**config.mk**
```make
export PLATFORM = sky130hd
export DESIGN_NAME = fir_mac
export DESIGN_NICKNAME = d
export VERILOG_FILES = /design/src/rtl/fir_pkg.sv /design/src/rtl/fir_delay_line.sv /design/src/rtl/fir_mac.sv
export SDC_FILE = /design/constraint.sdc
export NUM_CORES = 2
export LEC_CHECK = 0
export CAP_MARGIN = 10
export CORE_MARGIN = 2
export CORE_UTILIZATION = 35
export DETAILED_ROUTE_END_ITERATION = 10
export GPL_ROUTABILITY_DRIVEN = 0
export SLEW_MARGIN = 20
export SYNTH_ARGS = -nofsm -noshare
export SYNTH_HDL_FRONTEND = slang
export SYNTH_HIERARCHICAL = 1
export SYNTH_SLANG_ARGS = --single-unit
```
**constraint.sdc**
```tcl
create_clock -name clk_i -period 25.8 [get_ports clk_i]
set_clock_uncertainty 0.05 [all_clocks]
set_input_delay 2.58 -clock clk_i [delete_from_list [all_inputs] [get_ports clk_i]]
set_output_delay 2.58 -clock clk_i [all_outputs]
set_load 0.005 [all_outputs]
```
**src/rtl/fir_pkg.sv**
```systemverilog
// fir_pkg: shared widths, FSM state encoding and output saturation for the FIR MAC
package fir_pkg;

    localparam int DEF_DATA_W = 16;
    localparam int DEF_COEF_W = 16;
    localparam int DEF_NTAPS  = 32;
    localparam int DEF_OUT_W  = 32;
    localparam int SAT_W      = 128;

    typedef enum logic [1:0] {
        IDLE = 2'd0,
        MAC  = 2'd1,
        DONE = 2'd2
    } fir_state_e;

    // Clamp a sign-extended value into the signed range of out_w bits
    function automatic logic signed [SAT_W-1:0] saturate(input logic signed [SAT_W-1:0] v,
                                                         input int out_w);
        logic signed [SAT_W-1:0] hi;
        logic signed [SAT_W-1:0] lo;
        hi = (SAT_W'(1) <<< (out_w - 1)) - SAT_W'(1);
        lo = -hi - SAT_W'(1);
        return (v > hi) ? hi : (v < lo) ? lo : v;
    endfunction

endpackage

```
**src/rtl/fir_delay_line.sv**
```systemverilog
// fir_delay_line: circular sample buffer, one write port and an indexed read of x[n-k]
module fir_delay_line
    import fir_pkg::*;
#(
    parameter int DATA_W = DEF_DATA_W,
    parameter int NTAPS  = DEF_NTAPS,
    parameter int AW     = $clog2(NTAPS)
) (
    input  logic                     clk_i,
    input  logic                     rst_ni,
    input  logic                     we_i,
    input  logic signed [DATA_W-1:0] data_i,
    input  logic [AW-1:0]            k_i,
    output logic signed [DATA_W-1:0] data_o
);

    logic signed [DATA_W-1:0] mem_q [NTAPS];
    logic [AW-1:0]            wptr_q;
    logic [AW-1:0]            wptr_d;
    logic [AW-1:0]            rd_idx;
    logic [AW:0]              rd_sum;

    assign wptr_d = (wptr_q == AW'(NTAPS - 1)) ? '0 : wptr_q + AW'(1);

    // The newest sample sits one slot behind the write pointer; step back k more, modulo NTAPS
    assign rd_sum = {1'b0, wptr_q} + (AW+1)'(NTAPS - 1) - {1'b0, k_i};
    assign rd_idx = (rd_sum >= (AW+1)'(NTAPS)) ? AW'(rd_sum - (AW+1)'(NTAPS)) : AW'(rd_sum);
    assign data_o = mem_q[rd_idx];

    // Store an accepted sample and advance the write pointer
    always_ff @(posedge clk_i or negedge rst_ni) begin
        if (!rst_ni) begin
            for (int i = 0; i < NTAPS; i++) mem_q[i] <= '0;
            wptr_q <= '0;
        end else if (we_i) begin
            mem_q[wptr_q] <= data_i;
            wptr_q        <= wptr_d;
        end
    end

endmodule

```
**src/rtl/fir_mac.sv**
```systemverilog
// fir_mac: FIR filter with one time-multiplexed multiplier and saturated output
module fir_mac
    import fir_pkg::*;
#(
    parameter int DATA_W = DEF_DATA_W,
    parameter int COEF_W = DEF_COEF_W,
    parameter int NTAPS  = DEF_NTAPS,
    parameter int OUT_W  = DEF_OUT_W,
    localparam int AW    = $clog2(NTAPS),
    localparam int ACC_W = DATA_W + COEF_W + AW
) (
    input  logic                     clk_i,
    input  logic                     rst_ni,
    input  logic                     valid_i,
    output logic                     ready_o,
    input  logic signed [DATA_W-1:0] data_i,
    output logic                     valid_o,
    output logic signed [OUT_W-1:0]  data_o,
    input  logic                     coef_we_i,
    input  logic [AW-1:0]            coef_addr_i,
    input  logic signed [COEF_W-1:0] coef_data_i,
    output logic                     coef_err_o
);

    localparam int PROD_W = DATA_W + COEF_W;

    fir_state_e               state_q, state_d;
    logic [AW-1:0]            k_q, k_d;
    logic signed [ACC_W-1:0]  acc_q, acc_d;
    logic signed [OUT_W-1:0]  data_q, data_d;
    logic                     valid_q, valid_d;
    logic                     err_q, err_d;
    logic signed [COEF_W-1:0] coef_q [NTAPS];
    logic signed [DATA_W-1:0] x_k;
    logic signed [COEF_W-1:0] c_k;
    logic signed [PROD_W-1:0] prod;
    logic                     accept;
    logic                     coef_ok;

    assign ready_o    = (state_q == IDLE);
    assign accept     = valid_i && ready_o;
    assign coef_ok    = coef_we_i && ready_o && (32'(coef_addr_i) < NTAPS);
    assign err_d      = coef_we_i && !coef_ok;
    assign valid_o    = valid_q;
    assign data_o     = data_q;
    assign coef_err_o = err_q;

    fir_delay_line #(
        .DATA_W(DATA_W),
        .NTAPS (NTAPS),
        .AW    (AW)
    ) u_delay (
        .clk_i (clk_i),
        .rst_ni(rst_ni),
        .we_i  (accept),
        .data_i(data_i),
        .k_i   (k_q),
        .data_o(x_k)
    );

    assign c_k  = coef_q[k_q];
    assign prod = PROD_W'(c_k) * PROD_W'(x_k);

    // Sequence one sample: accept in IDLE, NTAPS multiply-accumulate steps, then publish
    always_comb begin
        state_d = state_q;
        k_d     = k_q;
        acc_d   = acc_q;
        data_d  = data_q;
        valid_d = 1'b0;
        case (state_q)
            IDLE: begin
                if (accept) begin
                    state_d = MAC;
                    k_d     = '0;
                    acc_d   = '0;
                end
            end
            MAC: begin
                acc_d = acc_q + ACC_W'(prod);
                k_d   = (k_q == AW'(NTAPS - 1)) ? '0 : k_q + AW'(1);
                if (k_q == AW'(NTAPS - 1)) state_d = DONE;
            end
            DONE: begin
                data_d  = OUT_W'(saturate(SAT_W'(acc_q), OUT_W));
                valid_d = 1'b1;
                state_d = IDLE;
            end
            default: state_d = IDLE;
        endcase
    end

    // Control and datapath registers; reset abandons any computation in flight
    always_ff @(posedge clk_i or negedge rst_ni) begin
        if (!rst_ni) begin
            state_q <= IDLE;
            k_q     <= '0;
            acc_q   <= '0;
            data_q  <= '0;
            valid_q <= 1'b0;
            err_q   <= 1'b0;
        end else begin
            state_q <= state_d;
            k_q     <= k_d;
            acc_q   <= acc_d;
            data_q  <= data_d;
            valid_q <= valid_d;
            err_q   <= err_d;
        end
    end

    // Coefficient table, writable only while idle and in range
    always_ff @(posedge clk_i or negedge rst_ni) begin
        if (!rst_ni) begin
            for (int i = 0; i < NTAPS; i++) coef_q[i] <= '0;
        end else if (coef_ok) begin
            coef_q[coef_addr_i] <= coef_data_i;
        end
    end

endmodule

```
==> reports/results.ini <==
[sta]
rsz0062_at_grt = no
fin_crit_ns = 12.17
finalCritPeriodShare_pct = 47.2
worst_pin_slew_ns = 1.15
slew_viol_final = 0
fin_ws_ns = 13.63
slew_headroom_pct = 22.9
hold_viol_final = 0
setup_tns_ns = 0
setup_viol_count_final = 0
max_freq_mhz = 82.1

[worst_setup_path]
worstPathArrival_ns = 12.75
crit_slowest_cell = fa_4
worstSetupPathType = reg2reg
crit_buf_inv = 8
cp.depth = 29
path_delay_family = adder cells
end_kind = flop
cpMostUsedCell = fa_1
cp_slowest_stage_delay_ns = 1.15
reg2reg_depth = 29
required_ns = 26.38
start_kind = flop
cp_max_fo = 184

[global_routing]
grt_max_degree = 185
grt_usage_pct = 17.4
antenna_found_initial = 4
grt.overflow.total = 0
grt_pass1_vias = 40900
grt_pass1_wl_um = 251000

[floorplanning]
die_height_um = 431
pin_count = 76
die_w_um = 431
design.die.area_um2 = 185000
initial_core_util_pct = 35.2
rows = 156
core_um2 = 181000

[route]
drc = 0
drt_first_pass_iters = 6
drt-wirelength-per-cell_um = 21.9
vias_per_cell = 5.30
wirelength_um = 159000
via_count = 38700
drtIter0Drc = 2650
final_antenna_net_count = 0

[synth]
syn_nets = 5389
async_reset_ff_share_pct = 100
yosys_most_used_dff = dfrtp_1
yosysSeqAreaShare_pct = 43.5
synthesis.area_um2 = 63700
synth_cells = 4909
yosysWarnings = 6
synth.distinct_cells = 74
avgSynthCellArea_um2 = 13.0
synth_seq_cells = 1107
synth_enable_flop_cells = 0

[cts]
cts-resized-gates = 0
cts_tree = done
cts_hold_buf = 0
cts.clk_slew.worst_paths_ns = 0.06
cts_root_buf = clkbuf_16
htreeDepth = 3
max-clock-path-buffers = 3
cts_made_buffers = 121
clkSinkCount = 1107
cts_setup_buffers = 0
clkLatencyLatePin_ns = 0.79

[layout]
drive_gt1_share_pct = 31.3
nFillCells = 17100
syn_to_final_growth_pct = 10.9
nets = 5301
multiInputGateArea_um2 = 32800
regArea_um2 = 27700

[job]
maxCapViolations = 0

[worst_hold_path]
whs_path_depth = 1
hold_class = reg2reg

[placed_design]
post-place-ws_ns = 13.78
dp_hpwl_um = 98600
io_buffer_count = 75

[status]
status = complete, no violations

final timing paths:
| kind | startpoint | to | slack (ns) |
|---|---|---|---|
| max in group asynchronous | rst_ni | k_q[0]$_DFFE_PN0P_ | 19.99 |
| worst min-delay path | u_delay/mem_q[104]$_DFFE_PN0P_ | u_delay/mem_q[104]$_DFFE_PN0P_ | 0.42 |
| worst min register to register | u_delay/mem_q[104]$_DFFE_PN0P_ | u_delay/mem_q[104]$_DFFE_PN0P_ | 0.42 |
| min in group asynchronous | rst_ni | coef_q[278]$_DFFE_PN0P_ | 1.75 |
| worst max register to register | k_q[1]$_DFFE_PN0P_ | acc_q[31]$_DFFE_PN0P_ | 13.63 |
| worst max-delay path | k_q[1]$_DFFE_PN0P_ | acc_q[31]$_DFFE_PN0P_ | 13.63 |
cells by family after synthesis:
logic type / Yosys count / share of synthesized area [%]
buf+inv: 737 / 5.24
simple gates: 861 / 7.79
mux: 1274 / 25.3
fa+ha+maj: 439 / 12.4
compound gates: 451 / 5.23
flops: 1107 / 43.5
xor+xnor: 40 / 0.574
through the flow:
step / cell area [um2] / std cells / utilization, % / hold WS (ns)
final: 70600 / 7294 / 39.1 / 0.425
after global routing: 70600 / 7292 / 39.1 / 0.438
after CTS: 70600 / 7292 / 39.1 / 0.430
after detailed placement: 66400 / 7068 / 36.8 / 0.417
after global placement: 66400 / 7068 / 36.7 / 0.410
after floorplan: 63700 / 4909 / - / 0.400
area by class of cell:
| type | count | share of cell area [%] |
|---|---|---|
| multi-input cells | 3065 | 46.5 |
| flip-flops and latches | 1107 | 39.3 |
| clock buffers | 179 | 5.04 |
| well taps | 2370 | 4.20 |
| repair buffers | 182 | 2.23 |
| inverters | 344 | 1.83 |
| clock inverters | 45 | 0.923 |
| diodes | 2 | 0.00709 |
state kept, by name (all words and copies together), names as in the netlist:
| register | cells |
|---|---|
| u_delay/wptr_q | 5 |
| acc_q | 37 |
| data_o | 32 |
| coef_q | 512 |
| k_q | 5 |
| coef_err_o | 1 |
| state_q | 2 |
| valid_o | 1 |
| u_delay/mem_q | 512 |
synthesized netlist by cell type, types with 4 or more instances:
cell type | n | area share (%)
or3_1 | 9 | 0.088
ha_1 | 120 | 2.4
nand3_1 | 40 | 0.31
a21oi_1 | 65 | 0.51
inv_1 | 342 | 2.0
a31oi_1 | 5 | 0.049
mux2_2 | 977 | 17
fa_1 | 319 | 10
nand3_2 | 10 | 0.16
buf_4 | 15 | 0.18
nand2_1 | 152 | 0.90
buf_1 | 14 | 0.083
nor2b_1 | 346 | 3.4
nand4_1 | 6 | 0.059
nor4_1 | 61 | 0.60
nor2_2 | 12 | 0.12
buf_6 | 37 | 0.65
xnor2_1 | 21 | 0.29
and3_1 | 7 | 0.069
a211oi_1 | 9 | 0.11
mux2i_1 | 74 | 1.2
a21o_1 | 17 | 0.20
xor2_1 | 17 | 0.23
dfrtp_1 | 1107 | 43
o21bai_1 | 4 | 0.047
a2111oi_1 | 10 | 0.16
buf_2 | 98 | 0.77
a311oi_1 | 4 | 0.055
mux4_2 | 154 | 5.4
clkbuf_2 | 4 | 0.031
clkbuf_1 | 216 | 1.3
nor2_1 | 55 | 0.32
nand3b_1 | 11 | 0.13
nor3_1 | 14 | 0.11
mux2_1 | 58 | 1.0
buf_8 | 8 | 0.19
and2_1 | 44 | 0.43
mux2i_4 | 11 | 0.39
o21ai_0 | 87 | 0.68
a2111oi_0 | 232 | 3.2
nand2b_1 | 68 | 0.67
worst reg2reg max path: cells and delay by family (launching register included):
kind | cells | cell delay (ns)
and+or+nand+nor | 3 | 0.83
buffers and inverters | 8 | 2.76
adders and majority gates | 8 | 5.06
AOI/OAI and AO/OA | 8 | 1.90
muxes | 2 | 0.59
DFF | 1 | 0.87
per-layer routing:
metal | wire [um] | global-route usage (%)
met1 | 71000 | 23.6
met2 | 78200 | 29.0
met3 | 5680 | 2.30
met4 | 4520 | 5.25
met5 | 23 | 0
cells in the final DEF (no fill, tap or decap), drive strengths merged, types with 44 or more instances in the layout:
cell type	instances
clkbuf	180
a2111oi	242
nand2	153
a21oi	65
clkdlybuf4s50	61
nor2b	346
mux2i	85
o21ai	89
nor4	63
nor2	68
dfrtp	1107
nand3	50
mux2	1035
fa	319
ha	120
inv	349
and2	44
mux4	154
nand2b	68
buf	120
Power is not shown: default switching activity piles up to over one toggle a cycle in this logic, so the estimate is an artifact.
